===== src/rtl/commit_trace_buf_pkg.sv =====
// Shared types and widths for the commit trace buffer: entry payload, FSM states
// and halt cause encodings.
package commit_trace_buf_pkg;

  localparam int unsigned XLEN   = 32;
  localparam int unsigned ILEN   = 32;
  localparam int unsigned REG_W  = 5;
  localparam int unsigned DROP_W = 16;

  typedef struct packed {
    logic [XLEN-1:0]  pc;
    logic [ILEN-1:0]  instr;
    logic [REG_W-1:0] rd;
    logic [XLEN-1:0]  wdata;
  } trace_entry_t;

  typedef enum logic {
    ST_RUN    = 1'b0,
    ST_HALTED = 1'b1
  } state_e;

  typedef enum logic [1:0] {
    HC_NONE = 2'b00,
    HC_PC   = 2'b01,
    HC_CYC  = 2'b10,
    HC_BOTH = 2'b11
  } halt_cause_e;

endpackage


===== src/rtl/commit_trace_buf_if.sv =====
// Commit-side input and drain-side valid/ready output of the trace buffer.
interface commit_trace_buf_if;
  import commit_trace_buf_pkg::*;

  logic              cm_valid;
  logic [XLEN-1:0]   cm_pc;
  logic [ILEN-1:0]   cm_instr;
  logic              cm_regwrite;
  logic [REG_W-1:0]  cm_rd;
  logic [XLEN-1:0]   cm_wdata;

  logic              out_valid;
  logic              out_ready;
  logic [XLEN-1:0]   out_pc;
  logic [ILEN-1:0]   out_instr;
  logic [REG_W-1:0]  out_rd;
  logic [XLEN-1:0]   out_wdata;

  modport master (
    output cm_valid, cm_pc, cm_instr, cm_regwrite, cm_rd, cm_wdata, out_ready,
    input  out_valid, out_pc, out_instr, out_rd, out_wdata
  );

  modport slave (
    input  cm_valid, cm_pc, cm_instr, cm_regwrite, cm_rd, cm_wdata, out_ready,
    output out_valid, out_pc, out_instr, out_rd, out_wdata
  );

endinterface


===== src/rtl/commit_trace_buf_fifo.sv =====
// First-word-fall-through FIFO of trace entries with a registered head; optional
// overwrite-oldest behaviour when full.
module commit_trace_buf_fifo
  import commit_trace_buf_pkg::*;
#(
  parameter int unsigned DEPTH     = 16,
  parameter bit          RING_MODE = 1'b0
) (
  input  logic         clk,
  input  logic         rstn,
  input  logic         clear,
  input  logic         push,
  input  trace_entry_t din,
  input  logic         pop,
  output trace_entry_t dout,
  output logic         valid,
  output logic         drop_c
);

  localparam int unsigned AW = $clog2(DEPTH);
  localparam int unsigned PW = AW + 1;

  trace_entry_t  mem [DEPTH];
  logic [PW-1:0] wr_q, rd_q, wr_d, rd_d;
  logic          empty_c, full_c, do_pop, we, nxt_empty;
  logic [AW-1:0] nxt_idx;
  trace_entry_t  dout_d;

  // Next pointers; the head register is preloaded with whatever entry sits at the new head.
  always_comb begin
    wr_d      = wr_q;
    rd_d      = rd_q;
    we        = 1'b0;
    drop_c    = 1'b0;
    dout_d    = '0;
    empty_c   = (wr_q == rd_q);
    full_c    = (wr_q[AW-1:0] == rd_q[AW-1:0]) && (wr_q[AW] != rd_q[AW]);
    do_pop    = pop && !empty_c;

    if (do_pop) rd_d = rd_q + PW'(1);
    if (push) begin
      if (!full_c || do_pop) begin
        we   = 1'b1;
        wr_d = wr_q + PW'(1);
      end else if (RING_MODE) begin
        we     = 1'b1;
        wr_d   = wr_q + PW'(1);
        rd_d   = rd_q + PW'(1);
        drop_c = 1'b1;
      end else begin
        drop_c = 1'b1;
      end
    end

    nxt_empty = (wr_d == rd_d);
    nxt_idx   = rd_d[AW-1:0];
    if (!nxt_empty) begin
      if (we && (wr_q[AW-1:0] == nxt_idx)) dout_d = din;
      else                                 dout_d = mem[nxt_idx];
    end
  end

  always_ff @(posedge clk or negedge rstn) begin
    if (!rstn) begin
      wr_q  <= '0;
      rd_q  <= '0;
      valid <= 1'b0;
      dout  <= '0;
    end else if (clear) begin
      wr_q  <= '0;
      rd_q  <= '0;
      valid <= 1'b0;
      dout  <= '0;
    end else begin
      wr_q  <= wr_d;
      rd_q  <= rd_d;
      valid <= !nxt_empty;
      dout  <= dout_d;
    end
  end

  // Storage needs no reset: nothing reads a slot before it is written.
  always_ff @(posedge clk) begin
    if (we && !clear) mem[wr_q[AW-1:0]] <= din;
  end

endmodule


===== src/rtl/commit_trace_buf.sv =====
// Retire-trace capture: buffers committed instructions, freezes on HALT_PC or cycle
// budget, and lets a host drain entries over valid/ready.
module commit_trace_buf
  import commit_trace_buf_pkg::*;
#(
  parameter int unsigned     DEPTH      = 16,
  parameter int unsigned     CNT_W      = 32,
  parameter logic [XLEN-1:0] HALT_PC    = XLEN'(32'h314),
  parameter int unsigned     MAX_CYCLES = 1000,
  parameter bit              RING_MODE  = 1'b0
) (
  input  logic              clk,
  input  logic              rstn,
  input  logic              clear,
  commit_trace_buf_if.slave bus,
  output logic              halted,
  output logic [1:0]        halt_cause,
  output logic [CNT_W-1:0]  cycle_cnt,
  output logic [DROP_W-1:0] drop_cnt
);

  localparam bit              CYC_EN    = (MAX_CYCLES != 0);
  localparam logic [CNT_W-1:0] CYC_LIMIT = CNT_W'(MAX_CYCLES - 1);

  state_e       state_q;
  logic         run, hit_pc, hit_cyc, push, fifo_drop;
  trace_entry_t entry, head;

  // Halt detection and capture payload; rd/wdata are zeroed for non-writing instructions.
  always_comb begin
    run         = (state_q == ST_RUN);
    hit_pc      = run && bus.cm_valid && (bus.cm_pc == HALT_PC);
    hit_cyc     = run && CYC_EN && (cycle_cnt == CYC_LIMIT);
    push        = run && bus.cm_valid;
    entry.pc    = bus.cm_pc;
    entry.instr = bus.cm_instr;
    entry.rd    = bus.cm_regwrite ? bus.cm_rd    : '0;
    entry.wdata = bus.cm_regwrite ? bus.cm_wdata : '0;
  end

  commit_trace_buf_fifo #(
    .DEPTH     (DEPTH),
    .RING_MODE (RING_MODE)
  ) u_fifo (
    .clk    (clk),
    .rstn   (rstn),
    .clear  (clear),
    .push   (push),
    .din    (entry),
    .pop    (bus.out_ready),
    .dout   (head),
    .valid  (bus.out_valid),
    .drop_c (fifo_drop)
  );

  assign bus.out_pc    = head.pc;
  assign bus.out_instr = head.instr;
  assign bus.out_rd    = head.rd;
  assign bus.out_wdata = head.wdata;

  // Run/halt FSM with saturating counters; the halting cycle itself is not counted.
  always_ff @(posedge clk or negedge rstn) begin
    if (!rstn) begin
      state_q    <= ST_RUN;
      halted     <= 1'b0;
      halt_cause <= HC_NONE;
      cycle_cnt  <= '0;
      drop_cnt   <= '0;
    end else if (clear) begin
      state_q    <= ST_RUN;
      halted     <= 1'b0;
      halt_cause <= HC_NONE;
      cycle_cnt  <= '0;
      drop_cnt   <= '0;
    end else begin
      case (state_q)
        ST_RUN: begin
          if (fifo_drop && (drop_cnt != '1)) drop_cnt <= drop_cnt + DROP_W'(1);
          if (hit_pc || hit_cyc) begin
            state_q <= ST_HALTED;
            halted  <= 1'b1;
            if (hit_pc && hit_cyc) halt_cause <= HC_BOTH;
            else if (hit_pc)       halt_cause <= HC_PC;
            else                   halt_cause <= HC_CYC;
          end else if (cycle_cnt != '1) begin
            cycle_cnt <= cycle_cnt + CNT_W'(1);
          end
        end
        default: state_q <= ST_HALTED;
      endcase
    end
  end

endmodule

===== src/flat_wrapper.sv =====
// flat-port wrapper written by rule: the top's interface ports become plain ports
module commit_trace_buf_flat import commit_trace_buf_pkg::*;
#(
  parameter int unsigned     DEPTH      = 16,
  parameter int unsigned     CNT_W      = 32,
  parameter logic [XLEN-1:0] HALT_PC    = XLEN'(32'h314),
  parameter int unsigned     MAX_CYCLES = 1000,
  parameter bit              RING_MODE  = 1'b0
)
  (clk, rstn, clear, halted, halt_cause, cycle_cnt, drop_cnt, bus_cm_valid, bus_cm_pc, bus_cm_instr, bus_cm_regwrite, bus_cm_rd, bus_cm_wdata, bus_out_ready, bus_out_valid, bus_out_pc, bus_out_instr, bus_out_rd, bus_out_wdata);
  commit_trace_buf_if bus_i ();
  input  logic clk;
  input  logic rstn;
  input  logic clear;
  output logic halted;
  output logic [1:0] halt_cause;
  output logic [CNT_W-1:0] cycle_cnt;
  output logic [DROP_W-1:0] drop_cnt;
  input wire logic [$bits(bus_i.cm_valid)-1:0] bus_cm_valid;
  input wire logic [$bits(bus_i.cm_pc)-1:0] bus_cm_pc;
  input wire logic [$bits(bus_i.cm_instr)-1:0] bus_cm_instr;
  input wire logic [$bits(bus_i.cm_regwrite)-1:0] bus_cm_regwrite;
  input wire logic [$bits(bus_i.cm_rd)-1:0] bus_cm_rd;
  input wire logic [$bits(bus_i.cm_wdata)-1:0] bus_cm_wdata;
  input wire logic [$bits(bus_i.out_ready)-1:0] bus_out_ready;
  output wire logic [$bits(bus_i.out_valid)-1:0] bus_out_valid;
  output wire logic [$bits(bus_i.out_pc)-1:0] bus_out_pc;
  output wire logic [$bits(bus_i.out_instr)-1:0] bus_out_instr;
  output wire logic [$bits(bus_i.out_rd)-1:0] bus_out_rd;
  output wire logic [$bits(bus_i.out_wdata)-1:0] bus_out_wdata;
  assign bus_i.cm_valid = bus_cm_valid;
  assign bus_i.cm_pc = bus_cm_pc;
  assign bus_i.cm_instr = bus_cm_instr;
  assign bus_i.cm_regwrite = bus_cm_regwrite;
  assign bus_i.cm_rd = bus_cm_rd;
  assign bus_i.cm_wdata = bus_cm_wdata;
  assign bus_i.out_ready = bus_out_ready;
  assign bus_out_valid = bus_i.out_valid;
  assign bus_out_pc = bus_i.out_pc;
  assign bus_out_instr = bus_i.out_instr;
  assign bus_out_rd = bus_i.out_rd;
  assign bus_out_wdata = bus_i.out_wdata;
  commit_trace_buf #(.DEPTH(DEPTH), .CNT_W(CNT_W), .HALT_PC(HALT_PC), .MAX_CYCLES(MAX_CYCLES), .RING_MODE(RING_MODE)) u_core (.clk(clk), .rstn(rstn), .clear(clear), .bus(bus_i), .halted(halted), .halt_cause(halt_cause), .cycle_cnt(cycle_cnt), .drop_cnt(drop_cnt));
endmodule

===== config.mk =====
export PLATFORM = sky130hd
export DESIGN_NAME = commit_trace_buf_flat
export DESIGN_NICKNAME = d
export VERILOG_FILES = /design/src/rtl/commit_trace_buf_pkg.sv /design/src/rtl/commit_trace_buf_if.sv /design/src/rtl/commit_trace_buf_fifo.sv /design/src/rtl/commit_trace_buf.sv /design/src/flat_wrapper.sv
export SDC_FILE = /design/constraint.sdc
export NUM_CORES = 2
export LEC_CHECK = 0
export ABC_AREA = 1
export BUFFER_PORTS_ARGS = -buffer_cell sky130_fd_sc_hd__buf_4
export CAP_MARGIN = 20
export CORE_ASPECT_RATIO = 0.9
export CORE_UTILIZATION = 56
export DETAILED_ROUTE_END_ITERATION = 7
export PLACE_DENSITY_LB_ADDON = 0.1
export SYNTH_ARGS = -nofsm -noshare
export SYNTH_HDL_FRONTEND = slang
export SYNTH_HIERARCHICAL = 1
export SYNTH_SLANG_ARGS = --single-unit

===== constraint.sdc =====
create_clock -name clk -period 7.9 [get_ports clk]
set_input_delay 0.79 -clock clk [delete_from_list [all_inputs] [get_ports clk]]
set_output_delay 0.79 -clock clk [all_outputs]
set_load 0.02 [all_outputs]

# Word level (Yosys, flattened, before mapping)

Memory sizes are Yosys's and may differ from the RTL's.
Index checks and enable logic that the tools add are counted.

Bits in registers: 164
Bits in writable memories: 1616
Bits of input ports: 107
Output and inout bits: 153
Memories: 1

Add/sub/neg operators: 4
Equal/unequal tests: 11
Muxes and demuxes: 35
Bitwise operators: 1
Reductions and logical operators: 21

Memories:

| name              | depth | width | rd ports | clocked after memory_dff | wr ports | line                        | RTL |
|---|---|---|---|---|---|---|---|
| u_core.u_fifo.mem | 16    | 101   | 1        | 0                        | 1        | commit_trace_buf_fifo.sv:23 | `trace_entry_t mem [DEPTH];` |

Operator list:

| kind                  | count |
|---|---|
| $mux 101              | 3 |
| $mux 32               | 5 |
| $eq 32x10->1 const B  | 2 |
| $mux 16               | 3 |
| $add 32x1->32 const B | 1 |
| $ne 32x32->1 const B  | 1 |
| $mux 5                | 6 |
| $add 16x1->16 const B | 1 |
| $ne 16x16->1 const B  | 1 |
| $mux 1                | 13 |
| $add 5x1->5 const B   | 2 |
| $eq 5x5->1            | 2 |
| $mux 2                | 5 |
| $logic_and 1x1->1     | 9 |
| $eq 4x4->1            | 2 |
| $reduce_bool 2->1     | 3 |
| $logic_not 1->1       | 4 |
| $ne 2x2->1 const B    | 2 |
| $reduce_and 2->1      | 2 |
| $reduce_and 3->1      | 1 |
| $logic_or 1x1->1      | 2 |
| $ne 1x1->1            | 1 |
| $not 1->1             | 1 |

# Logic depth before layout (Yosys ltp)

Depth after elaboration: 10
Gate-level depth with buffers: 18
Depth with buffers taken out: 16

# Hierarchy

The synthesis kept the hierarchy.

Modules (own cells, without submodules):

| module                | times used | cells each | area an instance (sq um) | sequential area each (sq um) |
|---|---|---|---|---|
| commit_trace_buf_fifo | 1          | 5923       | 70988.1                  | 51329.2 |
| commit_trace_buf      | 1          | 683        | 4003.8                   | 1301.2 |

# Least setup slack after synthesis

No wires, ideal clock.

Kind: input-to-reg
Start: input port bus_cm_valid
End: memory u_core/u_fifo/mem[3][0] (netlist name) (enable)
Library setup time: 0.685 ns
Data arrival time: 8.259 ns
Required time: 7.215 ns
Slack: -1.044 ns
Stages: 5
Cell sequence: inv_1 > nor2_1 > clkbuf_1 > nand3_1 > nor3_1

Word-level cells in the longest chain between the ends: 5

Ends and longest elaborated chain:

| item                         | line                        | RTL |
|---|---|---|
| from (decl)                  | flat_wrapper.sv:19          | `input wire logic [$bits(bus_i.cm_valid)-1:0] bus_cm_valid;` |
| $logic_and 1x1->1            | commit_trace_buf.sv:34      | `push = run && bus.cm_valid;` |
| net u_core.push              | commit_trace_buf.sv:26      | `logic run, hit_pc, hit_cyc, push, fifo_drop;` |
| $mux 1                       | commit_trace_buf_fifo.sv:41 | `if (push) begin` |
| $logic_and 1x1->1            | commit_trace_buf_fifo.sv:84 | `if (we && !clear) mem[wr_q[AW-1:0]] <= din;` |
| $mux 1                       | commit_trace_buf_fifo.sv:84 |  |
| $mux 1 (implied by the code) | commit_trace_buf_fifo.sv:84 |  |
| to (decl)                    | commit_trace_buf_fifo.sv:23 |  |

The timed path passes the listed nets, and every way through them passes these cells.

# Worst setup path after layout

Start: register u_core.u_fifo.wr_q[2]
End: register u_core/u_fifo/dout[84] (netlist name)

Word-level cells in the longest chain between the ends: 10
Elaborated cells between the ends (all ways): 20

Ends and longest elaborated chain:

| item                                                                   | line                        | RTL |
|---|---|---|
| from (decl)                                                            | commit_trace_buf_fifo.sv:24 | `logic [PW-1:0] wr_q, rd_q, wr_d, rd_d;` |
| from (signal assigned)                                                 | commit_trace_buf_fifo.sv:75 | `wr_q <= wr_d;` |
| parallel branches: the longest is 8 deep, another holds $mem_v2 16x101 | --                          |  |
| $mux 101 *                                                             | commit_trace_buf_fifo.sv:57 | `if (!nxt_empty) begin` |
| $mux 101 *                                                             | commit_trace_buf_fifo.sv:69 | `end else if (clear) begin` |
| to (signal assigned)                                                   | commit_trace_buf_fifo.sv:78 | `dout <= dout_d;` |
| to (decl)                                                              | commit_trace_buf_fifo.sv:15 | `output trace_entry_t dout,` |

Every way passes the cells marked *.
A chain may end at the register's enable or synchronous reset.

==> results.json <==
{
  "synth_area_um2": 75000,
  "synthTopCellsByArea": "edfxtp_1 (65%), nand3_1 (16%), nand2_1 (6.2%)",
  "switching_share_pct": 32.3,
  "wl_per_cell_um": 25.6,
  "antenna_found_initial": 4,
  "place_hpwl_mm": 98.5,
  "chipHeight_um": 349,
  "synth_nets": 6720,
  "cts.repair.resized": 0,
  "cts_buffers": 179,
  "synth_common_cells": "nand3_1 (2402), edfxtp_1 (1616), nand2_1 (1237), buf_2 (317), inv_1 (212)",
  "tightest_slew_ns": 1.24,
  "fmax_ghz": 0.199,
  "grt_max_degree": 236,
  "synth_ff_type": "edfxtp_1",
  "dr.pass1.iters": 8,
  "dr_wl_met3_mm": 21.2,
  "syn_to_final_growth_pct": 11.4,
  "clkPwrFrac_pct": 33.0,
  "fillers": 10300,
  "grt_use_total_pct": 32.1,
  "initial_utilization_pct": 56.4,
  "gp_congestion": 0.873,
  "hp-class": "primary input to register",
  "grt_pass1_vias": 51100,
  "drt-met1-wl_mm": 88.5,
  "htree_levels": 4,
  "crit_top_cell": "nand2_1",
  "cts.reportedPaths.clkPinSlew_ns": 0.06,
  "maxSlewViolCount": 0,
  "drc": 0,
  "fin_tns_setup_ns": 0,
  "final_antenna_net_count": 0,
  "dieArea_um2": 135000,
  "p_total_mw": 25.1,
  "endpoint_kind": "register",
  "path_class": "register to register",
  "grt-ovfl-total": 0,
  "yosysMostFrequentCell": "nand3_1",
  "rsz0062_at_grt": "no",
  "cp_top_family": "simple AND/OR/NAND/NOR gates",
  "detail_route.iter0.violations": 6802,
  "crit_chain": "inv_2 > nand2_1 > nand2_1 > nor2_4 > nand3_4 > nand2_4 > nand2_1 > nand2_4 > inv_8 > nand2_1 > nand2_4 > nand3_4 > buf_4 > a21oi_1",
  "maxCapViolCount": 0,
  "ys_warn_count": 6,
  "cts_tree": "done",
  "highest_layer": "met5",
  "finalClockSkew_ns": 0.0319,
  "pin_count": 260,
  "drive_gt1_share_pct": 9.58,
  "setup-violations-final": 0,
  "clock_latency_ns": 0.83,
  "post_drt_via_cell_ratio": 6.31,
  "clkSinkCount": 1780,
  "synth_top_area_cell": "edfxtp_1",
  "syn_inst": 6606,
  "nets": 6733,
  "clock_path_buffers": 3,
  "worstSetupStartpointType": "register",
  "final_util_pct": 62.8,
  "hold_violations": 0,
  "rows": 127,
  "worstPathMaxFanout": 146,
  "io_buffer_count": 259,
  "grt_pass1_wl_mm": 326,
  "status": "finished clean",
  "vias": 53700,
  "fin_crit_ns": 5.03,
  "cp_num_buf_inv": 3,
  "required_ns": 8.62,
  "slowest_stage": "inv_8",
  "powerDensity_nw_per_um2": 301,
  "fin_crit_sh_pct": 63.7,
  "postRouteWirelength_mm": 218,
  "die_x_um": 388,
  "ys_seq_area_share_pct": 70.2,
  "synth_edf_count": 1616,
  "intPower_mw": 17.0,
  "seqPwrFrac_pct": 42.9,
  "pwr-share-comb_pct": 24.1,
  "synth_cell_types": 37,
  "synthArstFlopShare_pct": 9.21,
  "layout_setup_ws_ns": 2.87,
  "layout.cells.non_filler": 8516,
  "leakage_nw": 31.0,
  "dp.cells": 8177,
  "ir_drop_v": 0.000230,
  "cpPeakStageDelay_ns": 0.99,
  "synth_area_per_cell_um2": 11.4,
  "max_slew_margin_pct": 17.3,
  "core_um2": 133000,
  "dr_wl_met2_mm": 103,
  "ys_seq_elements": 1780,
  "clockRootBuffer": "clkbuf_16",
  "yosysTopAreaCellShare_pct": 64.7,
  "power.switching_mw": 8.13,
  "cp.arrival_ns": 5.75,
  "pre_cts_slack_ns": 3.00
}
worst paths after layout:
path | depth (start not counted) | slack, ns | from | end
worst max-delay path | 14 | 2.87 | u_core/u_fifo/wr_q[2] | u_core/u_fifo/dout[84]
worst min-delay path | 1 | 0.28 | bus_cm_instr[22] | u_core/u_fifo/mem[4][59]
worst min register to register | 2 | 0.54 | u_core/halted | u_core/halted
worst max register to register | 14 | 2.87 | u_core/u_fifo/wr_q[2] | u_core/u_fifo/dout[84]
min in group asynchronous | 2 | 0.60 | rstn | u_core/u_fifo/dout[88]
max in group asynchronous | 3 | 5.88 | rstn | u_core/cycle_cnt[27]
placed cells by master, fill, tap and decap left out, types with 5 or more instances in the layout:
cell and n:
clkinv_2 29, clkinv_1 30, a21oi_1 111, edfxtp_1 1616, nor2_4 16, clkbuf_16 183
nor2_1 132, nand3_1 2400, bufinv_16 9, inv_6 6, nand2_1 1235, buf_4 329
nor3_1 10, o21ai_0 14, o31ai_1 5, nand4_1 112, clkbuf_1 52, dfrtp_1 164
ha_1 7, clkbuf_8 18, buf_12 14, xor2_1 16, inv_1 210, inv_2 8
flip-flops by register name (all words and copies together) (netlist names):
signal,flops
u_core/cycle_cnt,32
u_core/drop_cnt,16
u_core/halt_cause,2
u_core/halted,1
u_core/state_q,1
u_core/u_fifo/dout,101
u_core/u_fifo/mem,1616
u_core/u_fifo/rd_q,5
u_core/u_fifo/valid,1
u_core/u_fifo/wr_q,5
through the flow:
step,hold WS (ns),instance area [um2]
after CTS,0.227,83500
final,0.275,83500
after detailed placement,0.524,77800
after global placement,0.504,77800
after global routing,0.260,83500
after floorplan,0.494,75000
area by class of cell:
type	count	area, um2	area share [%]
multi-input cells	4089	19300	23.1
clock inverters	81	697	0.834
clock buffers	253	5020	6.01
inverters	223	862	1.03
diodes	3	7.51	0.00899
flip-flops and latches	1780	52600	63.0
repair buffers	346	2800	3.36
well taps	1741	2180	2.61
power by group through the flow:
stage / clock (mW) / combinational, mW / sequential (mW)
after floorplan: 0 / 3.72 / 11.1
after global placement: 0 / 5.90 / 11.0
after detailed placement: 0 / 5.96 / 11.0
after CTS: 8.38 / 5.99 / 10.8
after global routing: 8.73 / 6.56 / 10.8
final: 8.29 / 6.07 / 10.8
cell families (layout without fill, tap and decap cells):
family                   Yosys count  count (layout)  share of synthesized area [%]
flip-flops                      1780            1780                           70.2
XOR/XNOR                          18              18                          0.210
adder cells (fa/ha/maj)            7               7                          0.117
buffers and inverters            737             903                           4.34
AND/OR/NAND/NOR                 3931            3931                           24.2
AO/OA/AOI/OAI                    133             133                          0.914
other                              0               3                              0
timing repair:
| item | in CTS | in global routing |
|---|---|---|
| hold endpoints to repair | 6 | 0 |
| hold buffers | 1 | 0 |
| setup buffers | 0 | 0 |
metal layers:
layer,global-route usage [%],vias to the layer above
li1,-,23800
met1,45.9,26600
met2,51.3,2973
met3,4.84,395
met4,9.24,4
met5,0,-
Note: power is estimated with default switching activity, not from simulation.
